[src/rtl/fifo_rd_streamer_pkg.sv]
// fifo_rd_streamer_pkg: shared types and widths for the FIFO read streamer.
package fifo_rd_streamer_pkg;
   localparam int DATA_W = 32;
   typedef enum logic [1:0] {IDLE = 2'd0, RUN = 2'd1, STOP = 2'd2, DRAIN = 2'd3} state_e;
endpackage

[src/rtl/fifo_rd_streamer_skid_buf.sv]
// fifo_rd_streamer_skid_buf: 2-entry in-order buffer of {last,data} words.
module fifo_rd_streamer_skid_buf #(
   parameter int W = 33
) (
   input  logic         i_clk,
   input  logic         i_rst_n,
   input  logic         i_push,
   input  logic         i_pop,
   input  logic [W-1:0] i_data,
   output logic [W-1:0] o_head,
   output logic [1:0]   o_occ
);
   logic [W-1:0] r_mem [2];
   logic         r_wr_ptr, r_rd_ptr;
   logic [1:0]   r_occ;

   always_ff @(posedge i_clk or negedge i_rst_n)
      if (!i_rst_n) begin
         r_mem[0] <= '0;
         r_mem[1] <= '0;
         r_wr_ptr <= 1'b0;
         r_rd_ptr <= 1'b0;
         r_occ    <= 2'd0;
      end else begin
         if (i_push) begin
            r_mem[r_wr_ptr] <= i_data;
            r_wr_ptr        <= !r_wr_ptr;
         end
         if (i_pop) r_rd_ptr <= !r_rd_ptr;
         r_occ <= r_occ + {1'b0, i_push} - {1'b0, i_pop};
      end

   assign o_head = r_mem[r_rd_ptr];
   assign o_occ  = r_occ;
endmodule

[src/rtl/fifo_rd_streamer.sv]
// fifo_rd_streamer: drains a 1-cycle-latency sync FIFO into a packetised valid/ready stream.
module fifo_rd_streamer #(
   parameter int DATA_W  = fifo_rd_streamer_pkg::DATA_W,
   parameter int PKT_LEN = 16,
   parameter int CNT_W   = 16
) (
   input  logic              i_clk,
   input  logic              i_rst_n,
   input  logic              i_en,
   output logic              o_fifo_rd_en,
   input  logic [DATA_W-1:0] i_fifo_rd_data,
   input  logic              i_fifo_empty,
   output logic              o_m_valid,
   input  logic              i_m_ready,
   output logic [DATA_W-1:0] o_m_data,
   output logic              o_m_last,
   output logic [CNT_W-1:0]  o_pkt_cnt,
   output logic              o_busy
);
   import fifo_rd_streamer_pkg::*;

   localparam int IW = $clog2(PKT_LEN);
   localparam logic [IW-1:0] LAST_IDX = IW'(PKT_LEN - 1);

   state_e            r_state, w_next;
   logic              r_inflight, r_inflight_last;
   logic [IW-1:0]     r_issue_cnt, r_beat_cnt;
   logic [CNT_W-1:0]  r_pkt_cnt;
   logic [1:0]        w_occ;
   logic [DATA_W:0]   w_head;
   logic [DATA_W-1:0] w_data;
   logic              w_last_tag, w_valid, w_pop, w_push, w_issue_ok;

   // The word returning from the FIFO bypasses the buffer when it is empty,
   // so a read at cycle N is presented at N+1.
   assign w_valid               = (w_occ != 2'd0) || r_inflight;
   assign {w_last_tag, w_data}  = (w_occ != 2'd0) ? w_head : {r_inflight_last, i_fifo_rd_data};
   assign w_pop                 = w_valid && i_m_ready;
   assign w_push                = r_inflight && !((w_occ == 2'd0) && w_pop);
   assign w_issue_ok            = (r_state == RUN) || ((r_state == STOP) && (r_issue_cnt != '0));
   assign o_fifo_rd_en          = w_issue_ok && !i_fifo_empty &&
                                  (({1'b0, w_occ} + {2'b0, r_inflight} - {2'b0, w_pop}) < 3'd2);

   assign o_m_valid = w_valid;
   assign o_m_data  = w_valid ? w_data : '0;
   assign o_m_last  = w_valid && w_last_tag;
   assign o_pkt_cnt = r_pkt_cnt;
   assign o_busy    = (r_state != IDLE) || w_valid;

   always_comb
      w_next = (r_state == IDLE) ? (i_en ? RUN : IDLE) :
               (r_state == RUN)  ? (i_en ? RUN : STOP) :
               i_en              ? RUN :
               (r_state == STOP) ? ((r_issue_cnt == '0) ? DRAIN : STOP) :
               (w_valid ? DRAIN : IDLE);

   always_ff @(posedge i_clk or negedge i_rst_n)
      if (!i_rst_n) begin
         r_state         <= IDLE;
         r_inflight      <= 1'b0;
         r_inflight_last <= 1'b0;
         r_issue_cnt     <= '0;
         r_beat_cnt      <= '0;
         r_pkt_cnt       <= '0;
      end else begin
         r_state    <= w_next;
         r_inflight <= o_fifo_rd_en;
         if (o_fifo_rd_en) begin
            r_inflight_last <= (r_issue_cnt == LAST_IDX);
            r_issue_cnt     <= (r_issue_cnt == LAST_IDX) ? '0 : r_issue_cnt + 1'b1;
         end
         if (w_pop) r_beat_cnt <= (r_beat_cnt == LAST_IDX) ? '0 : r_beat_cnt + 1'b1;
         if (w_pop && o_m_last) r_pkt_cnt <= r_pkt_cnt + 1'b1;
      end

   fifo_rd_streamer_skid_buf #(.W(DATA_W + 1)) u_skid (
      .i_clk   (i_clk),
      .i_rst_n (i_rst_n),
      .i_push  (w_push),
      .i_pop   (w_pop && (w_occ != 2'd0)),
      .i_data  ({r_inflight_last, i_fifo_rd_data}),
      .o_head  (w_head),
      .o_occ   (w_occ)
   );
endmodule

[config.mk]
export PLATFORM = sky130hd
export DESIGN_NAME = fifo_rd_streamer
export DESIGN_NICKNAME = d
export VERILOG_FILES = /design/src/rtl/fifo_rd_streamer_pkg.sv /design/src/rtl/fifo_rd_streamer_skid_buf.sv /design/src/rtl/fifo_rd_streamer.sv
export SDC_FILE = /design/constraint.sdc
export NUM_CORES = 1
export LEC_CHECK = 0
export BUFFER_PORTS_ARGS = -buffer_cell sky130_fd_sc_hd__buf_4
export CORE_ASPECT_RATIO = 2
export CORE_MARGIN = 10
export CORE_UTILIZATION = 55
export DETAILED_ROUTE_END_ITERATION = 12
export GPL_TIMING_DRIVEN = 1
export PLACE_DENSITY = 0.79
export SLEW_MARGIN = 20
export SYNTH_ARGS = -nofsm -noshare
export SYNTH_HDL_FRONTEND = slang
export SYNTH_SLANG_ARGS = --single-unit
[constraint.sdc]
create_clock -name i_clk -period 9.25 [get_ports i_clk]
set_input_delay 1.3875 -clock i_clk [delete_from_list [all_inputs] [get_ports i_clk]]
set_output_delay 1.3875 -clock i_clk [all_outputs]
set_load 0.02 [all_outputs]
=== Yosys cells after proc, flatten, opt, wreduce, memory -nomap -nowiden ===
Index checks and enable logic that the tools add are counted.

* Equality and inequality tests: 3
* Multiplexer cells: 17
* Reduce and logical (&&, ||, !) cells: 23
* $add $sub $neg: 6
* $lt $le $gt $ge: 4
* Bitwise gates (word level): 2

{| class="wikitable"
|+ Operators by type and width
! cell !! count
|-
| $mux W33 || 5
|-
| $bwmux W66 || 1
|-
| $demux W33 S1 || 1
|-
| $mux W32 || 1
|-
| $add A16 B1 Y16 const B || 1
|-
| $mux W2 || 6
|-
| $logic_and A1 B1 Y1 || 10
|-
| $add A4 B1 Y4 const B || 1
|-
| $eq A4 B4 Y1 const B || 1
|-
| $ge A2 B2 Y1 const B || 2
|-
| $logic_not A1 Y1 || 4
|-
| $logic_not A2 Y1 || 2
|-
| $logic_not A4 Y1 || 1
|-
| $mux W4 || 1
|-
| $not A1 Y2 || 2
|-
| $reduce_bool A2 Y1 || 2
|-
| $reduce_bool A4 Y1 || 1
|-
| $add A2 B1 Y3 || 1
|-
| $logic_or A1 B1 Y1 || 3
|-
| $lt A3 B2 Y1 const B || 1
|-
| $sub A3 B1 Y3 || 1
|-
| $add A2 B1 Y2 || 1
|-
| $eq A2 B1 Y1 const B || 1
|-
| $eq A2 B2 Y1 const B || 1
|-
| other kinds (3) || 4
|}

* Bits in registers: 94
* Logic and storage cells: 65
* Input port bits: 37

=== Longest topological paths before layout ===
* Word-level depth: 8
* Depth in mapped cells: 11
* Gate-level depth less buffers: 10

=== By module ===
From an unflattened synthesis, not the netlist that was laid out.

* Cells, all modules: 407
* Area, all modules: 4864.7 um^2

{| class="wikitable"
|+ Modules (own cells, without submodules)
! module !! sequential area each (um^2) !! area an instance (um^2) !! times used !! cells an instance
|-
| fifo_rd_streamer_skid_buf || 1751.7 || 3186.8 || 1 || 190
|-
| fifo_rd_streamer || 600.6 || 1677.9 || 1 || 217
|}

=== Worst setup path after synthesis ===
No wires, ideal clock.

* Path kind: in2out
* From: input port i_m_ready
* To: output port o_fifo_rd_en
* Arrival time: 3082 ps
* Buffers on the path: 0
* Stages on the path: 7
* Setup slack: 4781 ps
* Cell sequence: inv_1 > nor2_1 > ha_1 > nand2b_1 > fa_1 > nand2b_1 > nor4_4

* Cells in the longest elaborated chain, start to end: 4

{| class="wikitable"
|+ Ends and longest elaborated chain
! what !! line !! source
|-
| start, declared || fifo_rd_streamer.sv:14 || <nowiki>input logic i_m_ready,</nowiki>
|-
| $logic_and A1 B1 Y1 || fifo_rd_streamer.sv:38 || <nowiki>assign w_pop = w_valid && i_m_ready;</nowiki>
|-
| $sub A3 B1 Y3 || fifo_rd_streamer.sv:42 || <nowiki>(({1'b0, w_occ} + {2'b0, r_inflight} - {2'b0, w_pop}) < 3'd2);</nowiki>
|-
| $lt A3 B2 Y1 || fifo_rd_streamer.sv:42 ||
|-
| $logic_and A1 B1 Y1 || fifo_rd_streamer.sv:41 || <nowiki>assign o_fifo_rd_en = w_issue_ok && !i_fifo_empty &&</nowiki>
|-
| end, declared || fifo_rd_streamer.sv:10 || <nowiki>output logic o_fifo_rd_en,</nowiki>
|}

Every way passes these cells.

=== Worst setup path after layout ===
Same ends and word-level chain as after synthesis.

==> summary.txt <==
outcome: complete, no violations
ordered list of cells on the worst path: buf_4, inv_1, nor2_1, ha_1, nand2b_1, fa_1, nand2b_1, nor4_4, buf_4
portion of netlist area occupied by mux cells: 0.2371
final design area excluding fillers: 0.005680 mm^2
Max IR drop VDD: 0.0002202 V
worst setup slack for register-to-register paths: 5990 ps
share of post-route cells with drive strength above 1: 0.3788
count of TritonRoute iterations in the first routing pass: 4
synthesis-stage register bit count: 94
share of flip-flops with an asynchronous set or reset after synthesis: 1.000
hold path startpoint: o_pkt_cnt[15]
Worst Setup SP: i_m_ready
count of maximum capacitance violations: 0
synthesized netlist net count: 422
placed standard-cell area: 0.005341 mm^2
utilization after layout: 0.6900
TritonCTS clock tree: done
post-synthesis compound-gate area fraction: 0.06118
fill cell total of the finished layout: 628
Iter 0 DRT Violations: 144
predominant post-synthesis flop cell: sky130_fd_sc_hd__dfrtp_1
xor/xnor cell area share of the yosys netlist: 0.04169
worst hold slack: 480.5 ps
count of placed standard cells including taps: 544
HPWL Detailed: 7.246 mm
final antenna-violating net count: 0
portion of the post-synthesis area used by sequential elements: 0.5089
overall via count from detail_route: 3206
number of hold-repair buffers added at the cts stage: 0
number of cells on the worst hold path: 1
required time of the critical path: 7860 ps
CTS Root Cell: sky130_fd_sc_hd__clkbuf_16
number of setup violations in the final report: 0
Post-synth EDFFs: 0
setup TNS: 0 ps
wire length of the first global-routing pass: 17.15 mm
die span in y: 149.6 um
critical path data arrival time: 3480 ps
critical path class: in2out
largest fanout on the critical path: 10
post-CTS setup repair buffer count: 0
wire length per cell after detailed routing: 18.22 um
antenna violations before repair: 0
maximum frequency from static timing analysis: 0.2053 GHz
remaining design rule violation count: 0
relative slew slack: 0.2846
critical register-to-register path startpoint: u_skid.o_occ[1]
source-to-sink clock delay at the later pin of the worst-skew pair: 340 ps
number of cell rows: 47
pin count of the biggest net entering global routing: 77
Port-buffer cells: 88
final hold violations: 0
final net count: 501
number of standard cells in the final layout excluding fillers: 560
Layout Skew: 5.314 ps
sequential cell area in the final layout: 0.002354 mm^2
total wire length after detailed routing: 10.20 mm
nature of the critical path endpoint: output pin
CTS Buf Count: 9
vias in the first global route: 3522
growth of design area from synthesis to finish: 22.90%
die boundary width: 84.82 um
Final GP Congestion: 0.7140
Worst Hold Endpoint: o_pkt_cnt[15]
number of buffers between clock root and the deepest sink: 2
number of ports placed on the die boundary: 89
setup repair after global routing missed its margin: no
GRT Util Overall: 0.1649
power density cells: 360.5 mW/mm^2
crit path launch type: input port
Hold Crit Class: reg2reg
yosys warns: 0
clock-pin slew of the registers on the worst-case setup and hold paths: 60 ps
H-tree level count: 3
initial cell density of the core: 0.5614
area of the die: 0.01269 mm^2
post-route fraction of the period consumed by the critical path: 0.5267
vias per cell: 5.725
mean instance size in the synthesized netlist: 12.23 um^2
Period minus WS final: 4872 ps
total gr overflow: 0
cell with the largest stage delay on the worst path: sky130_fd_sc_hd__fa_1
Unique masters post-synth: 40
area share of fa/ha/maj cells after synthesis: 0.02057
Core Region: 0.008233 mm^2
endpoint of the lowest-slack register-to-register path: r_issue_cnt[0]
total area of multi-input combinational cells: 0.002128 mm^2
dominant combinational cell family by area after synthesis: multiplexers
Antenna diodes: 0
number of clock sinks seen by CTS: 94
Worst Tran Pin Value: 1073 ps
summed instance area of the synthesized netlist: 0.004622 mm^2
worst reg-to-reg path cell count: 10
delay contributed by the slowest stage of the critical path: 500 ps
PostCTS Resize Cnt: 0
leakage power: 2.648 nW
number of pins with negative max-slew slack in the final report: 0
cells after synthesis: 378
post-synthesis share of cell area spent on and, or, nand and nor gates: 0.09637
==> kinds of logic (layout without fill, tap and decap cells) <==
family	count (synthesis)	after routing
XOR/XNOR	22	22
multiplexers	101	101
adder cells (fa/ha/maj)	7	7
AO/OA/AOI/OAI	44	44
AND/OR/NAND/NOR	79	79
buffers and inverters	31	115
flip-flops	94	94
==> sequential cells by signal, summed over array words and instances, names as in the netlist <==
name             cells
r_issue_cnt          4
u_skid.r_mem        66
o_pkt_cnt           16
r_inflight           1
u_skid.r_wr_ptr      1
u_skid.r_rd_ptr      1
r_inflight_last      1
r_state              2
u_skid.o_occ         2
==> critical path, delay by kind of cell <==
family	cells	cell delay, ps
buf+inv	3	550
simple gates	4	780
fa+ha+maj	2	770
==> synthesized netlist by cell type, types with 2 or more instances <==
cell,instances,area (um^2)
sky130_fd_sc_hd__nand4_1,6,37.54
sky130_fd_sc_hd__buf_2,3,15.01
sky130_fd_sc_hd__nor3_1,2,10.01
sky130_fd_sc_hd__and3_2,2,15.01
sky130_fd_sc_hd__mux2i_1,33,330.3
sky130_fd_sc_hd__nand2_1,6,22.52
sky130_fd_sc_hd__dfrtp_1,94,2352
sky130_fd_sc_hd__xnor2_1,17,148.9
sky130_fd_sc_hd__mux2_2,56,630.6
sky130_fd_sc_hd__buf_1,5,18.77
sky130_fd_sc_hd__ha_1,6,75.07
sky130_fd_sc_hd__inv_1,7,26.28
sky130_fd_sc_hd__buf_6,3,33.78
sky130_fd_sc_hd__nor2_1,6,22.52
sky130_fd_sc_hd__mux2_1,12,135.1
sky130_fd_sc_hd__buf_4,4,30.03
sky130_fd_sc_hd__o21ai_0,34,170.2
sky130_fd_sc_hd__xor2_1,5,43.79
sky130_fd_sc_hd__and3_1,7,43.79
sky130_fd_sc_hd__nand3_1,41,205.2
sky130_fd_sc_hd__clkbuf_1,9,33.78
sky130_fd_sc_hd__nand2b_1,2,12.51
==> layout make-up <==
type                            instances  share of cell area
Clock buffer                           10             0.04031
Clock inverter                          6             0.01938
Inverter                                7            0.004626
Multi-Input combinational cell        253              0.3747
Sequential cell                        94              0.4143
Tap cell                               98             0.02159
Timing Repair Buffer                   92              0.1251
==> worst max-delay path by stage <==
stage	end	slack, ps	depth (start not counted)
finish	o_fifo_rd_en	4380	9
detailed placement	o_fifo_rd_en	4350	9
global placement	o_fifo_rd_en	4420	9
CTS	o_fifo_rd_en	4360	9
floorplan	o_fifo_rd_en	4780	7
global route	o_fifo_rd_en	4200	9
==> through the flow <==
step,power [W],setup WS [ps]
after floorplan,0.001300,4781
after global placement,0.001595,4417
after detailed placement,0.001653,4352
after CTS,0.002072,4355
after global routing,0.002177,4203
final,0.002048,4378
==> placed cells by master (no fill, tap or decap), types with 2 or more instances in the layout <==
cell type / Yosys / layout
sky130_fd_sc_hd__dfrtp_1: 94 / 93
sky130_fd_sc_hd__buf_4: 4 / 91
sky130_fd_sc_hd__mux2_2: 56 / 56
sky130_fd_sc_hd__nand3_1: 41 / 41
sky130_fd_sc_hd__o21ai_0: 34 / 34
sky130_fd_sc_hd__mux2i_1: 33 / 33
sky130_fd_sc_hd__xnor2_1: 17 / 17
sky130_fd_sc_hd__mux2_1: 12 / 12
sky130_fd_sc_hd__clkbuf_16: 0 / 9
sky130_fd_sc_hd__inv_1: 7 / 7
sky130_fd_sc_hd__and3_1: 7 / 7
sky130_fd_sc_hd__nand2_1: 6 / 6
sky130_fd_sc_hd__nand4_1: 6 / 6
sky130_fd_sc_hd__ha_1: 6 / 6
sky130_fd_sc_hd__nor2_1: 6 / 5
sky130_fd_sc_hd__xor2_1: 5 / 5
sky130_fd_sc_hd__bufinv_16: 0 / 3
sky130_fd_sc_hd__nor2_4: 1 / 2
sky130_fd_sc_hd__and3_2: 2 / 2
sky130_fd_sc_hd__nor3_1: 2 / 2
sky130_fd_sc_hd__nand2b_1: 2 / 2
sky130_fd_sc_hd__clkinvlp_4: 0 / 2
==> per-layer routing <==
layer | vias to the layer above | global-route usage | part of all wire
li1 | 1517 | - | -
met1 | 1601 | 0.1706 | 0.38
met2 | 72 | 0.2951 | 0.55
met3 | 16 | 0.04899 | 0.049
met4 | 0 | 0.07616 | 0.025
met5 | - | 0 | 0
==> where the power goes <==
group / switching, W / internal, W
combinational: 0.000474 / 0.000436
clock: 0.000153 / 0.000264
sequential: 0.000146 / 0.000575
(Power assumes the default switching activity.)
